## src/rtl/vadd_pkg.sv

```systemverilog
// rtl/vadd_pkg.sv - shared types, constants and helpers for the vector add chunk sequencer
package vadd_pkg;

  localparam int DATA_WIDTH      = 64;
  localparam int SEW_WIDTH       = 2;
  localparam int OPSEL_WIDTH     = 6;
  localparam int VL_WIDTH        = 11;
  localparam int LANE_BITS       = 10;
  localparam int BYTES_PER_CHUNK = 8;
  localparam int RESULT_WIDTH    = DATA_WIDTH + 17;

  localparam logic [SEW_WIDTH-1:0] SEW_8  = 2'd0;
  localparam logic [SEW_WIDTH-1:0] SEW_16 = 2'd1;
  localparam logic [SEW_WIDTH-1:0] SEW_32 = 2'd2;
  localparam logic [SEW_WIDTH-1:0] SEW_64 = 2'd3;

  typedef enum logic [1:0] {
    IDLE  = 2'd0,
    RUN   = 2'd1,
    DRAIN = 2'd2
  } state_t;

  // Elements per 64-bit chunk for a given element-width code.
  function automatic logic [3:0] elems_per_chunk(input logic [SEW_WIDTH-1:0] sew);
    return 4'd8 >> sew;
  endfunction

  // ceil(vl / epc); epc is a power of two so this is a round-up shift.
  function automatic logic [VL_WIDTH-1:0] chunk_count(input logic [VL_WIDTH-1:0] vl,
                                                      input logic [SEW_WIDTH-1:0] sew);
    logic [VL_WIDTH-1:0]  sum;
    logic [SEW_WIDTH-1:0] shift;
    sum   = vl + VL_WIDTH'(elems_per_chunk(sew) - 4'd1);
    shift = 2'd3 - sew;
    return sum >> shift;
  endfunction

  // Byte enables of the final chunk: a full chunk when vl divides evenly,
  // otherwise only the bytes covered by the remaining elements.
  function automatic logic [7:0] sew_tail_byte_en(input logic [VL_WIDTH-1:0] vl,
                                                  input logic [SEW_WIDTH-1:0] sew);
    logic [VL_WIDTH-1:0] rem;
    logic [3:0]          nbytes;
    logic [7:0]          mask;
    rem    = vl & VL_WIDTH'(elems_per_chunk(sew) - 4'd1);
    nbytes = 4'(rem[3:0] << sew);
    mask   = 8'((8'd1 << nbytes) - 8'd1);
    return (rem == '0) ? 8'hFF : mask;
  endfunction

endpackage

```

## src/rtl/vadd_chunk_seq_if.sv

```systemverilog
// rtl/vadd_chunk_seq_if.sv - request, operand, adder and result bundle of the chunk sequencer
interface vadd_chunk_seq_if;
  import vadd_pkg::*;

  logic                    req_valid;
  logic                    req_ready;
  logic [VL_WIDTH-1:0]     req_vl;
  logic [SEW_WIDTH-1:0]    req_sew;
  logic [OPSEL_WIDTH-1:0]  req_opsel;
  logic                    req_carry;

  logic                    op_valid;
  logic                    op_ready;
  logic [DATA_WIDTH-1:0]   op_vec0;
  logic [DATA_WIDTH-1:0]   op_vec1;

  logic [DATA_WIDTH-1:0]   add_vec0;
  logic [DATA_WIDTH-1:0]   add_vec1;
  logic                    add_carry;
  logic [SEW_WIDTH-1:0]    add_sew;
  logic [OPSEL_WIDTH-1:0]  add_opsel;
  logic [RESULT_WIDTH-1:0] add_result;

  logic                    res_valid;
  logic                    res_ready;
  logic [DATA_WIDTH-1:0]   res_data;
  logic [7:0]              res_guard;
  logic [7:0]              res_byte_en;
  logic                    res_last;
  logic                    done;

  // Sequencer side.
  modport master (
    input  req_valid, req_vl, req_sew, req_opsel, req_carry,
    output req_ready,
    input  op_valid, op_vec0, op_vec1,
    output op_ready,
    output add_vec0, add_vec1, add_carry, add_sew, add_opsel,
    input  add_result,
    output res_valid, res_data, res_guard, res_byte_en, res_last,
    input  res_ready,
    output done
  );

  // Environment side: register-read stage, shared adder and writeback.
  modport slave (
    output req_valid, req_vl, req_sew, req_opsel, req_carry,
    input  req_ready,
    output op_valid, op_vec0, op_vec1,
    input  op_ready,
    input  add_vec0, add_vec1, add_carry, add_sew, add_opsel,
    output add_result,
    input  res_valid, res_data, res_guard, res_byte_en, res_last,
    output res_ready,
    input  done
  );

endinterface

```

## src/rtl/vadd_result_unpack.sv

```systemverilog
// rtl/vadd_result_unpack.sv - extracts 64 data bits and 8 guard bits from the 81-bit guarded adder result
module vadd_result_unpack
  import vadd_pkg::*;
(
  input  logic [RESULT_WIDTH-1:0] result,
  output logic [DATA_WIDTH-1:0]   data,
  output logic [7:0]              guard
);

  // Each byte lane occupies LANE_BITS bits: slot 0 is a carry-propagate
  // separator, slots 1..8 are the sum byte, slot 9 is the byte's guard.
  // The separators (every 10th bit, including bit 80) carry no data.
  logic unused_separators;

  // Pick data and guard bits out of every lane.
  always_comb begin
    data  = '0;
    guard = '0;
    for (int i = 0; i < BYTES_PER_CHUNK; i++) begin
      data[8*i +: 8] = result[LANE_BITS*i + 1 +: 8];
      guard[i]       = result[LANE_BITS*i + 9];
    end
  end

  assign unused_separators = ^{result[80], result[70], result[60], result[50],
                               result[40], result[30], result[20], result[10], result[0]};

endmodule

```

## src/rtl/vadd_chunk_seq.sv

```systemverilog
// rtl/vadd_chunk_seq.sv - streams one vector add/sub instruction through the shared SIMD adder in 64-bit chunks
module vadd_chunk_seq
  import vadd_pkg::*;
(
  input  logic            clk,
  input  logic            rst,
  vadd_chunk_seq_if.master bus
);

  state_t                 state_q, state_d;

  logic [VL_WIDTH-1:0]    vl_q;
  logic [SEW_WIDTH-1:0]   sew_q;
  logic [OPSEL_WIDTH-1:0] opsel_q;
  logic                   carry_q;
  logic [VL_WIDTH-1:0]    chunk_cnt_q;

  logic [VL_WIDTH-1:0]    nchunks;
  logic [7:0]             tail_be;
  logic                   last_chunk;

  logic                   req_ready_c;
  logic                   op_ready_c;
  logic                   accept;
  logic                   retire;
  logic                   op_hs;
  logic                   res_hs;

  logic                   res_valid_q;
  logic [DATA_WIDTH-1:0]  res_data_q;
  logic [7:0]             res_guard_q;
  logic [7:0]             res_be_q;
  logic                   res_last_q;
  logic                   done_q;

  logic [DATA_WIDTH-1:0]  unp_data;
  logic [7:0]             unp_guard;

  // Chunk geometry derived from the latched request; stable for the whole instruction.
  assign nchunks    = chunk_count(vl_q, sew_q);
  assign tail_be    = sew_tail_byte_en(vl_q, sew_q);
  assign last_chunk = (chunk_cnt_q == nchunks - VL_WIDTH'(1));

  assign op_hs  = bus.op_valid && op_ready_c;
  assign res_hs = res_valid_q && bus.res_ready;

  // Next state and handshake readiness; operands flow only when the output slot is free or draining.
  always_comb begin
    state_d     = state_q;
    req_ready_c = 1'b0;
    op_ready_c  = 1'b0;
    accept      = 1'b0;
    retire      = 1'b0;
    case (state_q)
      IDLE: begin
        req_ready_c = 1'b1;
        if (bus.req_valid) begin
          accept = 1'b1;
          if (bus.req_vl != '0) begin
            state_d = RUN;
          end
        end
      end
      RUN: begin
        op_ready_c = !res_valid_q || bus.res_ready;
        if (bus.op_valid && op_ready_c && last_chunk) begin
          state_d = DRAIN;
        end
      end
      DRAIN: begin
        if (res_hs) begin
          state_d = IDLE;
          retire  = 1'b1;
        end
      end
      default: state_d = IDLE;
    endcase
  end

  // State register.
  always_ff @(posedge clk) begin
    if (rst) begin
      state_q <= IDLE;
    end else begin
      state_q <= state_d;
    end
  end

  // Latch the instruction fields at acceptance; they configure the adder until retirement.
  always_ff @(posedge clk) begin
    if (rst) begin
      vl_q    <= '0;
      sew_q   <= '0;
      opsel_q <= '0;
      carry_q <= 1'b0;
    end else if (accept) begin
      vl_q    <= bus.req_vl;
      sew_q   <= bus.req_sew;
      opsel_q <= bus.req_opsel;
      carry_q <= bus.req_carry;
    end
  end

  // Count accepted operand chunks within the current instruction.
  always_ff @(posedge clk) begin
    if (rst || accept) begin
      chunk_cnt_q <= '0;
    end else if (op_hs) begin
      chunk_cnt_q <= chunk_cnt_q + VL_WIDTH'(1);
    end
  end

  vadd_result_unpack u_unpack (
    .result (bus.add_result),
    .data   (unp_data),
    .guard  (unp_guard)
  );

  // Output register: a new operand reloads it even while the old result leaves, so there is no bubble.
  always_ff @(posedge clk) begin
    if (rst) begin
      res_valid_q <= 1'b0;
      res_data_q  <= '0;
      res_guard_q <= '0;
      res_be_q    <= '0;
      res_last_q  <= 1'b0;
    end else if (op_hs) begin
      res_valid_q <= 1'b1;
      res_data_q  <= unp_data;
      res_guard_q <= unp_guard;
      res_be_q    <= last_chunk ? tail_be : 8'hFF;
      res_last_q  <= last_chunk;
    end else if (res_hs) begin
      res_valid_q <= 1'b0;
    end
  end

  // Retirement pulse: after the last result leaves, or right after a zero-length request.
  always_ff @(posedge clk) begin
    if (rst) begin
      done_q <= 1'b0;
    end else begin
      done_q <= (accept && (bus.req_vl == '0)) || retire;
    end
  end

  assign bus.req_ready   = req_ready_c;
  assign bus.op_ready    = op_ready_c;
  assign bus.add_vec0    = bus.op_vec0;
  assign bus.add_vec1    = bus.op_vec1;
  assign bus.add_carry   = carry_q;
  assign bus.add_sew     = sew_q;
  assign bus.add_opsel   = opsel_q;
  assign bus.res_valid   = res_valid_q;
  assign bus.res_data    = res_data_q;
  assign bus.res_guard   = res_guard_q;
  assign bus.res_byte_en = res_be_q;
  assign bus.res_last    = res_last_q;
  assign bus.done        = done_q;

endmodule
```

## src/flat_wrapper.sv

```systemverilog
// flat-port wrapper written by rule: the top's interface ports become plain ports
module vadd_chunk_seq_flat import vadd_pkg::*;
  (clk, rst, bus_req_valid, bus_req_vl, bus_req_sew, bus_req_opsel, bus_req_carry, bus_req_ready, bus_op_valid, bus_op_vec0, bus_op_vec1, bus_op_ready, bus_add_vec0, bus_add_vec1, bus_add_carry, bus_add_sew, bus_add_opsel, bus_add_result, bus_res_valid, bus_res_data, bus_res_guard, bus_res_byte_en, bus_res_last, bus_res_ready, bus_done);
  vadd_chunk_seq_if bus_i ();
  input  logic clk;
  input  logic rst;
  input wire logic [$bits(bus_i.req_valid)-1:0] bus_req_valid;
  input wire logic [$bits(bus_i.req_vl)-1:0] bus_req_vl;
  input wire logic [$bits(bus_i.req_sew)-1:0] bus_req_sew;
  input wire logic [$bits(bus_i.req_opsel)-1:0] bus_req_opsel;
  input wire logic [$bits(bus_i.req_carry)-1:0] bus_req_carry;
  output wire logic [$bits(bus_i.req_ready)-1:0] bus_req_ready;
  input wire logic [$bits(bus_i.op_valid)-1:0] bus_op_valid;
  input wire logic [$bits(bus_i.op_vec0)-1:0] bus_op_vec0;
  input wire logic [$bits(bus_i.op_vec1)-1:0] bus_op_vec1;
  output wire logic [$bits(bus_i.op_ready)-1:0] bus_op_ready;
  output wire logic [$bits(bus_i.add_vec0)-1:0] bus_add_vec0;
  output wire logic [$bits(bus_i.add_vec1)-1:0] bus_add_vec1;
  output wire logic [$bits(bus_i.add_carry)-1:0] bus_add_carry;
  output wire logic [$bits(bus_i.add_sew)-1:0] bus_add_sew;
  output wire logic [$bits(bus_i.add_opsel)-1:0] bus_add_opsel;
  input wire logic [$bits(bus_i.add_result)-1:0] bus_add_result;
  output wire logic [$bits(bus_i.res_valid)-1:0] bus_res_valid;
  output wire logic [$bits(bus_i.res_data)-1:0] bus_res_data;
  output wire logic [$bits(bus_i.res_guard)-1:0] bus_res_guard;
  output wire logic [$bits(bus_i.res_byte_en)-1:0] bus_res_byte_en;
  output wire logic [$bits(bus_i.res_last)-1:0] bus_res_last;
  input wire logic [$bits(bus_i.res_ready)-1:0] bus_res_ready;
  output wire logic [$bits(bus_i.done)-1:0] bus_done;
  assign bus_i.req_valid = bus_req_valid;
  assign bus_i.req_vl = bus_req_vl;
  assign bus_i.req_sew = bus_req_sew;
  assign bus_i.req_opsel = bus_req_opsel;
  assign bus_i.req_carry = bus_req_carry;
  assign bus_req_ready = bus_i.req_ready;
  assign bus_i.op_valid = bus_op_valid;
  assign bus_i.op_vec0 = bus_op_vec0;
  assign bus_i.op_vec1 = bus_op_vec1;
  assign bus_op_ready = bus_i.op_ready;
  assign bus_add_vec0 = bus_i.add_vec0;
  assign bus_add_vec1 = bus_i.add_vec1;
  assign bus_add_carry = bus_i.add_carry;
  assign bus_add_sew = bus_i.add_sew;
  assign bus_add_opsel = bus_i.add_opsel;
  assign bus_i.add_result = bus_add_result;
  assign bus_res_valid = bus_i.res_valid;
  assign bus_res_data = bus_i.res_data;
  assign bus_res_guard = bus_i.res_guard;
  assign bus_res_byte_en = bus_i.res_byte_en;
  assign bus_res_last = bus_i.res_last;
  assign bus_i.res_ready = bus_res_ready;
  assign bus_done = bus_i.done;
  vadd_chunk_seq u_core (.clk(clk), .rst(rst), .bus(bus_i));
endmodule
```

## config.mk

```make
export PLATFORM = sky130hd
export DESIGN_NAME = vadd_chunk_seq_flat
export DESIGN_NICKNAME = d
export VERILOG_FILES = /design/src/rtl/vadd_pkg.sv /design/src/rtl/vadd_chunk_seq_if.sv /design/src/rtl/vadd_result_unpack.sv /design/src/rtl/vadd_chunk_seq.sv /design/src/flat_wrapper.sv
export SDC_FILE = /design/constraint.sdc
export NUM_CORES = 1
export LEC_CHECK = 0
export ABC_AREA = 1
export BUFFER_PORTS_ARGS = -buffer_cell sky130_fd_sc_hd__buf_2
export CAP_MARGIN = 5
export CORE_AREA = 4 4 177 179
export DETAILED_ROUTE_END_ITERATION = 8
export DIE_AREA = 0 0 181 183
export GPL_TIMING_DRIVEN = 0
export SLEW_MARGIN = 0
export SYNTH_ARGS = -nofsm -noshare
export SYNTH_HDL_FRONTEND = slang
export SYNTH_SLANG_ARGS = --single-unit
```

## constraint.sdc

```tcl
create_clock -name clk -period 3.45 [get_ports clk]
set_input_delay 0.1725 -clock clk [delete_from_list [all_inputs] [get_ports clk]]
set_output_delay 0.1725 -clock clk [all_outputs]
set_load 0.05 [all_outputs]
```

==> metrics.md, run 1 <==
| Metric | Value |
|---|---|
| Status | `finished with violations` |
| Failing checks | `setup timing` |
| Max Cap Viol | `0` |
| Clock power frac | `32.7%` |
| CTS Buf Count | `17` |
| Worst-Skew Late Latency | `0.41 ns` |
| Dpl hpwl | `20800 um` |
| Largest family of logic cells by synthesized area | `simple AND/OR/NAND/NOR gates` |
| FMAX | `0.285 GHz` |
| Setup-failing EPs final | `5` |
| Crit share post-route | `102%` |
| CTS Sinks | `116` |
| Power per cell area | `485 nW/um^2` |
| Syn Area/Cell | `6.81 um^2` |
| WP data required | `3.75 ns` |
| CP Data Arrival Time | `3.81 ns` |
| Largest net degree at the start of global routing | `17` |
| Count of input and output buffers | `317` |
| Period minus WS final | `3.51 ns` |
| Pre-CTS setup slack | `-0.401 ns` |
| Fin area | `11000 um^2` |
| Yosys cell types | `42` |
| IO Count | `456` |
| Leakage | `0.00558 uW` |
| DRT iter0 DRCs | `234` |
| Final hold vios | `0` |
| Mapped Area | `7180 um^2` |
| RSZ-0062 raised after global routing | `yes` |
| Remaining global-route overflow | `0` |
| Syn Nets | `1304` |
| Synth Flop Type | `dfxtp_1` |
| Core Area | `29600 um^2` |
| Slew headroom | `60.3%` |
| Critical path class | `flip-flop to flip-flop` |
| Global placement routability congestion | `0.865` |
| Startpoint type of the worst setup path | `flip-flop` |
| TritonRoute pass-1 iters | `5` |
| Placed Cells | `1761` |
| Mean number of vias per cell | `4.40` |
| Starting utilization of the core area | `24.3%` |
| Util after Layout | `37.1%` |
| Critical path launch point | `u_core.bus.add_sew[1]$_SDFFE_PP0P_` |
| Ys async rst share | `0%` |
| Switching pwr | `2120 uW` |
| Clk_skew | `0.00764 ns` |
| Row cnt | `63` |
| Post-synth EDFFs | `0` |
| Adder and majority cell fraction of the synthesized area | `2.89%` |
| Initial antenna violation count | `1` |
| Peak supply drop | `0.417 mV` |
| Vias | `8235` |
| Wirelength, routed | `27000 um` |
| H-tree Lvls | `4` |
| Die width | `181 um` |
| P_int | `3200 uW` |
| Share of cells above drive strength 1 | `43.0%` |
| P&R area growth vs syn | `52.7%` |
| Post-synthesis compound-gate area fraction | `9.79%` |
| Global Route Usage Sum | `15.0%` |
| Vias in the first global route | `8039` |
| Post-synthesis xor/xnor area fraction | `0.732%` |
| Sequential share of the synthesized area | `32.3%` |
| Worst Path Max Fanout | `6` |
| CTS Root Cell | `clkbuf_16` |
| Syn. warnings | `0` |
| Final nets | `1720` |
| Worst setup EP type | `flip-flop` |
| Reg-to-reg startpoint | `u_core.bus.add_sew[1]$_SDFFE_PP0P_` |
| Routed Antenna Nets | `0` |
| CTS tree | `built` |
| Total Die Area | `33100 um^2` |
| Area after DPL | `9260 um^2` |
| First-pass GRT wire length | `40800 um` |
| DR WL/cell | `14.4 um` |
| DRC viols | `0` |
| Mux share of post-synthesis cell area | `0%` |
| Simple-gate portion of the synthesized area | `34.4%` |
| Hold Crit Class | `primary input to flip-flop` |
| Register bit total from synthesis | `116` |
| Cells after Synth | `1054` |
| Comb power frac | `39.3%` |
| Final Worst Setup Slack | `-0.0620 ns` |
| Post-route insts no fill | `1873` |
| Seq pwr share | `27.9%` |
| Switching share of power | `39.9%` |
| Clock slew at reported path FFs | `0.06 ns` |
| Chip height | `183 um` |
| Clock Path Buffers | `2` |
| Slew Viols, Final | `0` |
| Hold path start | `bus_add_result[31]` |
| Ant diodes | `0` |
| Worst-Margin Slew | `0.595 ns` |
-- area by class of cell --
class	count	area (um^2)
Buffer	167	1130
Clock buffer	17	425
Clock inverter	15	158
Fill cell	3070	18600
Inverter	74	295
Multi-Input combinational cell	696	3780
Sequential cell	116	2330
Tap cell	390	488
Timing Repair Buffer	398	2350
-- worst max-delay path: stages (launching register included) --
cell	delay [ns]
dfxtp_4	0.42
nand2_4	0.09
ha_4	0.29
inv_4	0.04
fa_2	0.52
inv_1	0.06
nor2_1	0.15
a31oi_2	0.07
nand2_4	0.11
inv_4	0.04
ha_4	0.24
xnor2_2	0.13
nor2_1	0.14
nand3_1	0.13
a21oi_2	0.15
nand3_2	0.10
nor2_2	0.13
nand2_2	0.08
nor2_4	0.13
nand4_4	0.18
nor2_2	0.15
nor2_1	0.04
-- metrics by stage --
| step | hold slack [ns] | total power [uW] | TNS, ns |
|---|---|---|---|
| floorplan | 0.307 | 2900 | 0 |
| global placement | 0.394 | 3300 | -3.67 |
| detailed placement | 0.401 | 3310 | -3.90 |
| CTS | 0.00334 | 5180 | 0 |
| global route | 0.0166 | 5590 | -1.82 |
| finish | 0.0184 | 5310 | -0.253 |
-- power by group through the flow --
stage	clock, uW	combinational (uW)	sequential [uW]
5_1_grt	1830	2270	1500
6_report	1740	2090	1490
2_1_floorplan	0	1150	1750
4_1_cts	1780	1920	1480
3_3_place_gp	0	1790	1500
3_5_place_dp	0	1810	1510
-- final timing paths --
check                                                end  cells past startpoint  slack, ns
setup / recovery  u_core.bus.res_byte_en[3]$_SDFFE_PP0P_                     21      -0.06
hold / removal      u_core.bus.res_data[24]$_SDFFE_PP0P_                      3       0.02
setup reg to reg  u_core.bus.res_byte_en[3]$_SDFFE_PP0P_                     21      -0.06
hold reg to reg   u_core.bus.res_byte_en[5]$_SDFFE_PP0P_                      2       0.46
-- sequential cells by signal (all words and copies together), names as in the netlist --
| name | count |
|---|---|
| u_core.bus.done | 1 |
| u_core.bus.add_opsel | 6 |
| u_core.bus.res_byte_en | 8 |
| u_core.bus.res_valid | 1 |
| u_core.state_q | 2 |
| u_core.bus.add_carry | 1 |
| u_core.bus.add_sew | 2 |
| u_core.bus.res_last | 1 |
| u_core.chunk_cnt_q | 11 |
| u_core.bus.res_data | 64 |
| u_core.bus.res_guard | 8 |
| u_core.vl_q | 11 |
-- layout by cell type, fill, tap and decap left out, drive strengths merged, types with 4 or more instances in the layout --
cell type,count
a21oi,24
nand2,167
ha,15
buf,469
clkbuf,50
clkinv,10
o21ai,107
dfxtp,116
nor3,10
nor4,6
nand3,105
xnor2,4
clkinvlp,4
nor2,236
nand4,8
dlygate4sd3,63
inv,73
-- timing repair --
item | 4_1_cts | 5_1_grt
setup endpoints to repair | 11 | 11
setup buffers | 8 | 10
pin swaps | 10 | 29
hold buffers | 63 | 0
resized for setup | 20 | 68
hold endpoints to repair | 63 | 0
-- synth_stat cells, drive strengths merged, types with 6 or more instances --
| library cell | n | area (um^2) |
|---|---|---|
| nand4 | 8 | 56.3 |
| dfxtp | 116 | 2320 |
| o21ai | 107 | 547 |
| a21oi | 24 | 120 |
| inv | 72 | 273 |
| nand2 | 167 | 717 |
| nor4 | 6 | 37.5 |
| nand3 | 105 | 633 |
| ha | 15 | 188 |
| nor2 | 236 | 928 |
| clkbuf | 34 | 138 |
| nor3 | 10 | 55.1 |
| buf | 134 | 1000 |
-- per-layer routing --
metal / share of wire [%] / global-route usage [%]
met5: 0.026 / 0
met4: 2.7 / 5.10
met3: 9.0 / 4.74
met2: 52 / 28.6
met1: 36 / 15.5
-- kinds of logic (layout without fill, tap and decap cells) --
family,Yosys count,in the layout
DFF,116,116
xor gates and xnor gates,6,6
adders and majority gates,16,16
other,1,1
buffers and inverters,242,671
AOI/OAI and AO/OA,135,135
and+or+nand+nor,538,538
(Power assumes the default switching activity.)
==> inputs of run 2 (changes only) <==
--- a/config.mk
+++ b/config.mk
@@ -5,12 +5,11 @@
 export SDC_FILE = /design/constraint.sdc
 export NUM_CORES = 1
 export LEC_CHECK = 0
-export ABC_AREA = 1
 export BUFFER_PORTS_ARGS = -buffer_cell sky130_fd_sc_hd__buf_2
 export CAP_MARGIN = 5
-export CORE_AREA = 4 4 177 179
+export CORE_AREA = 4 4 175 177
 export DETAILED_ROUTE_END_ITERATION = 8
-export DIE_AREA = 0 0 181 183
+export DIE_AREA = 0 0 179 181
 export GPL_TIMING_DRIVEN = 0
 export SLEW_MARGIN = 0
 export SYNTH_ARGS = -nofsm -noshare
==> metrics.md, run 2 <==
| Metric | Value |
|---|---|
| Row cnt | `63` |
| CP Data Arrival Time | `4.57 ns` |
| First-pass GRT wire length | `38800 um` |
| Crit share post-route | `125%` |
| Synth area leaders | `dfxtp_1 (34%), buf_4 (14%), nand2_1 (12%)` |
| Ant diodes | `0` |
| Yosys top cell area share | `34.0%` |
| Core Area | `29200 um^2` |
| RSZ-0062 raised after global routing | `yes` |
| Startpoint type of the worst setup path | `flip-flop` |
| CTS Buf Count | `17` |
| CTS tree | `built` |
| Critical path class | `flip-flop to flip-flop` |
| Remaining global-route overflow | `0` |
| Yosys cell types | `72` |
| Vias | `7747` |
| Worst-Margin Slew | `0.998 ns` |
| Commonest cells post-synth | `nand2_1 (213), buf_4 (129), dfxtp_1 (116)` |
| Syn Nets | `1132` |
| P_int | `3190 uW` |
| Clk_skew | `0.0146 ns` |
| Slew Viols, Final | `0` |
| Global placement routability congestion | `0.828` |
| Largest net degree at the start of global routing | `17` |
| Max Cap Viol | `0` |
| Clock power frac | `35.8%` |
| Leakage | `0.00494 uW` |
| FMAX | `0.232 GHz` |
| Peak supply drop | `0.304 mV` |
| Worst setup EP type | `flip-flop` |
| Vias in the first global route | `7549` |
| Die width | `179 um` |
| Worst-Skew Late Latency | `0.42 ns` |
| Dpl hpwl | `19200 um` |
| CTS Sinks | `116` |
| Final nets | `1571` |
| Mux share of post-synthesis cell area | `2.55%` |
| Count of input and output buffers | `317` |
| Cells after Synth | `882` |
| Most frequent cells in the layout | `buf_2 (317), nand2_1 (211), buf_4 (163)` |
| Filler cells | `2985` |
| Initial antenna violation count | `0` |
| Synth Flop Type | `dfxtp_1` |
| Syn Area/Cell | `7.74 um^2` |
| Seq pwr share | `28.8%` |
| Syn. warnings | `0` |
| Setup-failing EPs final | `11` |
| Ys async rst share | `0%` |
| Switching share of power | `36.6%` |
| IO Count | `456` |
| Register bit total from synthesis | `116` |
| Global Route Usage Sum | `14.9%` |
| Post-synthesis compound-gate area fraction | `18.3%` |
| Post-synthesis xor/xnor area fraction | `3.98%` |
| Slew headroom | `32.9%` |
| Post-synth EDFFs | `0` |
| CTS Root Cell | `clkbuf_16` |
| Share of cells above drive strength 1 | `44.6%` |
| Final hold vios | `0` |
| Sequential share of the synthesized area | `34.0%` |
| Dominant cell type by area after synthesis | `dfxtp_1` |
| TritonRoute pass-1 iters | `5` |
| Mean number of vias per cell | `4.50` |
| Routed Antenna Nets | `0` |
| Failing checks | `setup timing` |
| Most common cell in the netlist | `nand2_1` |
| Simple-gate portion of the synthesized area | `20.9%` |
| DRC viols | `0` |
| Switching pwr | `1840 uW` |
| WP data required | `3.71 ns` |
| Period minus WS final | `4.31 ns` |
| DR WL/cell | `15.0 um` |
| DRT iter0 DRCs | `348` |
| Max FFs per register | `64` |
| Mapped Area | `6820 um^2` |
| H-tree Lvls | `4` |
| Chip height | `181 um` |
| WHS | `0.0138 ns` |
| Starting utilization of the core area | `23.3%` |
| Clock slew at reported path FFs | `0.06 ns` |
| P&R area growth vs syn | `60.3%` |
| Most common cell after layout, fill and taps aside | `buf_2` |
| Total Die Area | `32400 um^2` |
| Wirelength, routed | `25800 um` |
| Clock Path Buffers | `2` |
| Adder and majority cell fraction of the synthesized area | `3.04%` |
| Largest family of logic cells by synthesized area | `simple AND/OR/NAND/NOR gates` |
| Comb power frac | `35.3%` |
| Util after Layout | `37.4%` |
| Power per cell area | `460 nW/um^2` |
| Worst Path Max Fanout | `7` |
| Final Worst Setup Slack | `-0.859 ns` |
| Hold Crit Class | `primary input to flip-flop` |
| Status | `finished with violations` |
-- run 2: cell count changes in the layout (fill, tap and decap cells not counted), sizes merged, moves of 13 or more --
cell / before / now
a211oi: 0 / 14
a21oi: 24 / 113
buf: 469 / 489
inv: 73 / 7
nand2: 167 / 213
nand3: 105 / 11
nor2: 236 / 41
o21ai: 107 / 19
xnor2: 4 / 17
-- run 2: critical path, stage by stage (launching register included) --
cell and delay, ns:
dfxtp_4 0.37, buf_8 0.12, nor2b_4 0.16, inv_4 0.06
ha_4 0.15, and2_4 0.17, buf_12 0.14, ha_4 0.26
a21oi_2 0.21, o21ai_0 0.16, a211o_1 0.33, and2_4 0.20
or4_4 0.53, a21oi_4 0.22, xnor2_4 0.10, or4_4 0.51
nor4b_4 0.24, buf_6 0.17, a211oi_1 0.07
-- run 2: cell type report --
| class | count | area (um^2) | share of cell area (%) |
|---|---|---|---|
| multi-input cells | 586 | 3740 | 34.2 |
| repair buffers | 422 | 2560 | 23.5 |
| flip-flops and latches | 116 | 2330 | 21.3 |
| plain buffers | 173 | 1180 | 10.8 |
| well taps | 390 | 488 | 4.46 |
| clock buffers | 18 | 450 | 4.12 |
| clock inverters | 13 | 151 | 1.38 |
| inverters | 5 | 28.8 | 0.263 |
-- run 2: final timing paths --
path                                         from                                      to  slack, ns  cells past startpoint
max            u_core.bus.add_sew[1]$_SDFFE_PP0P_  u_core.bus.res_byte_en[2]$_SDFFE_PP0P_      -0.86                     18
min reg2reg  u_core.bus.res_data[16]$_SDFFE_PP0P_    u_core.bus.res_data[16]$_SDFFE_PP0P_       0.45                      2
min                            bus_add_result[24]    u_core.bus.res_data[19]$_SDFFE_PP0P_       0.01                      3
max reg2reg    u_core.bus.add_sew[1]$_SDFFE_PP0P_  u_core.bus.res_byte_en[2]$_SDFFE_PP0P_      -0.86                     18
-- run 2: metrics by stage --
stage	total power [uW]	cell area [um^2]	setup TNS, ns	worst slack [ns]	std cells
2_1_floorplan	2580	6890	-9.46	-0.995	882
3_3_place_gp	2920	8960	-17.43	-1.68	1589
3_5_place_dp	2930	8960	-17.19	-1.68	1589
4_1_cts	4980	10700	-7.67	-0.806	1714
5_1_grt	5240	10900	-9.74	-0.986	1723
6_report	5030	10900	-8.32	-0.859	1723
-- run 2: cell families after synthesis --
logic type,after synthesis
and+or+nand+nor,326
AOI/OAI and AO/OA,199
buffers and inverters,180
DFF,116
xor gates and xnor gates,31
adders and majority gates,16
muxes,13
other,1
-- run 2: power groups by stage --
| stage | Clock, uW | Combinational, uW | Sequential [uW] |
|---|---|---|---|
| 2_1_floorplan | 0 | 930 | 1650 |
| 3_3_place_gp | 0 | 1440 | 1470 |
| 3_5_place_dp | 0 | 1450 | 1480 |
| 4_1_cts | 1840 | 1690 | 1450 |
| 5_1_grt | 1890 | 1880 | 1460 |
| 6_report | 1800 | 1780 | 1450 |
-- run 2: repair_timing --
action | in CTS | in global routing
pin swaps | 25 | 16
hold endpoints to repair | 68 | 0
gates resized for setup | 64 | 21
setup endpoints to repair | 11 | 11
hold buffers | 68 | 0
setup buffers | 28 | 9
-- run 2: per-layer routing --
layer  routed length, um  global-route usage [%]
met1                9510                    16.2
met5                   0                       0
met3                1930                    3.56
met2               13300                    27.0
met4                1030                    6.54
==> inputs of run 3 (changes only) <==
--- a/config.mk
+++ b/config.mk
@@ -11,6 +11,7 @@
 export DETAILED_ROUTE_END_ITERATION = 8
 export DIE_AREA = 0 0 179 181
 export GPL_TIMING_DRIVEN = 0
+export SKIP_CTS_REPAIR_TIMING = 1
 export SLEW_MARGIN = 0
 export SYNTH_ARGS = -nofsm -noshare
 export SYNTH_HDL_FRONTEND = slang
==> metrics.md, run 3 (synthesized netlist as in run 2, its figures left out) <==
| Metric | Value |
|---|---|
| Most frequent cells in the layout | `buf_2 (317), nand2_1 (212), buf_4 (146)` |
| Crit share post-route | `128%` |
| Worst-path cell chain | `buf_8 -> nor2b_4 -> inv_4 -> ha_4 -> and2_4 -> ha_2 -> a21o_1 -> a221o_1 -> a211oi_2 -> nor2_2 -> or4_4 -> a21oi_4 -> xnor2_2 -> or4_4 -> nor4b_4 -> buf_6 -> a211oi_1` |
| Worst-Margin Slew | `0.965 ns` |
| WP data required | `3.71 ns` |
| Wirelength, routed | `24300 um` |
| WP buf/inv | `3` |
| Critical path launch point | `u_core.bus.add_sew[1]$_SDFFE_PP0P_` |
| Peak supply drop | `0.317 mV` |
| Seq pwr share | `29.9%` |
| Total Die Area | `32400 um^2` |
| Clk_skew | `0.0119 ns` |
| Chip height | `181 um` |
| Dpl hpwl | `19200 um` |
| IO Count | `456` |
| Hold path start | `bus_add_result[15]` |
| Clock power frac | `37.1%` |
| Final nets | `1496` |
| Worst-Skew Late Latency | `0.41 ns` |
| Count of input and output buffers | `317` |
| Reg-to-reg startpoint | `u_core.bus.add_sew[1]$_SDFFE_PP0P_` |
| FF-to-FF setup slack | `-0.98 ns` |
| Final hold vios | `18` |
| Multi-input logic area | `3600 um^2` |
| CP Data Arrival Time | `4.69 ns` |
| Global placement routability congestion | `0.828` |
| Status | `finished with violations` |
| Setup-failing EPs final | `11` |
| FMAX | `0.226 GHz` |
| P_int | `3070 uW` |
| Global Route Usage Sum | `13.9%` |
| DRT iter0 DRCs | `347` |
| Critical path class | `flip-flop to flip-flop` |
| Failing checks | `hold timing, setup timing` |
| CTS Root Cell | `clkbuf_16` |
| RSZ-0062 raised after global routing | `yes` |
| Worst Path Max Fanout | `8` |
| Filler cells | `3116` |
| CTS Buf Count | `17` |
| First-pass GRT wire length | `36000 um` |
| Largest net degree at the start of global routing | `17` |
| Routed Antenna Nets | `0` |
| Area after DPL | `8960 um^2` |
| Initial antenna violation count | `1` |
| WHS | `-0.00994 ns` |
| Core Area | `29200 um^2` |
| Comb power frac | `33.0%` |
| Leakage | `0.00457 uW` |
| Starting utilization of the core area | `23.3%` |
| Switching share of power | `36.6%` |
| CP max stage delay | `0.56 ns` |
| Clock Path Buffers | `2` |
| Vias | `7352` |
| Most common cell after layout, fill and taps aside | `buf_2` |
| TritonRoute pass-1 iters | `5` |
| Switching pwr | `1780 uW` |
| Slew headroom | `35.1%` |
| DRC viols | `0` |
| P&R area growth vs syn | `47.6%` |
| Top delay family on crit path | `simple AND/OR/NAND/NOR gates` |
| Slew Viols, Final | `0` |
| Storage element area | `2330 um^2` |
| CTS tree | `built` |
| Pre-CTS setup slack | `-1.68 ns` |
| Row cnt | `63` |
| Power per cell area | `482 nW/um^2` |
| Max FFs per register | `64` |
| Startpoint type of the worst setup path | `flip-flop` |
| Hold Crit Class | `primary input to flip-flop` |
| DR WL/cell | `14.8 um` |
| H-tree Lvls | `4` |
| Max Cap Viol | `0` |
| CTS Sinks | `116` |
| Mean number of vias per cell | `4.46` |
| Clock slew at reported path FFs | `0.06 ns` |
| Period minus WS final | `4.43 ns` |
| Remaining global-route overflow | `0` |
| Worst setup EP type | `flip-flop` |
| Slowest CP cell | `or4_4` |
| Fin area | `10100 um^2` |
| Final Worst Setup Slack | `-0.980 ns` |
| Most frequent CP cell | `or4_4` |
| Vias in the first global route | `6852` |
| Share of cells above drive strength 1 | `45.2%` |
| Die width | `179 um` |
==> run 3: cell count changes in the layout (fill, tap and decap cells not counted), sizes merged <==
cell,before,now
buf,489,470
diode,0,1
dlygate4sd3,68,12
==> run 3: through the flow <==
step	hold slack, ns	TNS, ns	instances	util [%]	power [uW]
after global routing	0.000378	-10.78	1649	34.4	5050
after floorplan	0.298	-9.46	882	-	2580
final	-0.00994	-8.84	1649	34.4	4850
after global placement	0.415	-17.43	1589	30.6	2920
after CTS	-0.0222	-17.25	1620	32.7	4740
after detailed placement	0.419	-17.19	1589	30.6	2930
==> run 3: path summary, 6_finish.rpt <==
| path | end | cells after the start |
|---|---|---|
| max | u_core.bus.res_byte_en[4]$_SDFFE_PP0P_ | 17 |
| min | u_core.bus.res_data[12]$_SDFFE_PP0P_ | 3 |
| max reg2reg | u_core.bus.res_byte_en[4]$_SDFFE_PP0P_ | 17 |
| min reg2reg | u_core.bus.res_data[49]$_SDFFE_PP0P_ | 2 |
==> run 3: worst reg2reg max path: stages (launching register included) <==
cell	delay (ns)
dfxtp_4	0.40
buf_8	0.14
nor2b_4	0.17
inv_4	0.06
ha_4	0.15
and2_4	0.16
ha_2	0.31
a21o_1	0.20
a221o_1	0.38
a211oi_2	0.34
nor2_2	0.10
or4_4	0.51
a21oi_4	0.18
xnor2_2	0.12
or4_4	0.56
nor4b_4	0.24
buf_6	0.17
a211oi_1	0.07
==> run 3: final cells by class <==
cell class	count	share of cell area, %
inverters	5	0.236
flip-flops and latches	116	23.1
diodes	1	0.0249
clock inverters	13	1.50
multi-input cells	586	35.8
well taps	390	4.85
plain buffers	173	11.6
repair buffers	347	18.4
clock buffers	18	4.47
==> run 3: per-layer routing <==
metal	track usage [%]	up-vias	routed length, um
met5	0	-	0
met4	4.05	0	484
met3	4.27	40	1990
met2	25.3	306	12800
met1	15.3	3396	9020
li1	-	3610	-
==> run 3: power groups by stage <==
stage          combinational (uW)  sequential, uW  clock (uW)
2_1_floorplan                 930            1650           0
3_3_place_gp                 1440            1470           0
3_5_place_dp                 1450            1480           0
4_1_cts                      1460            1450        1840
5_1_grt                      1710            1460        1890
6_report                     1600            1450        1800
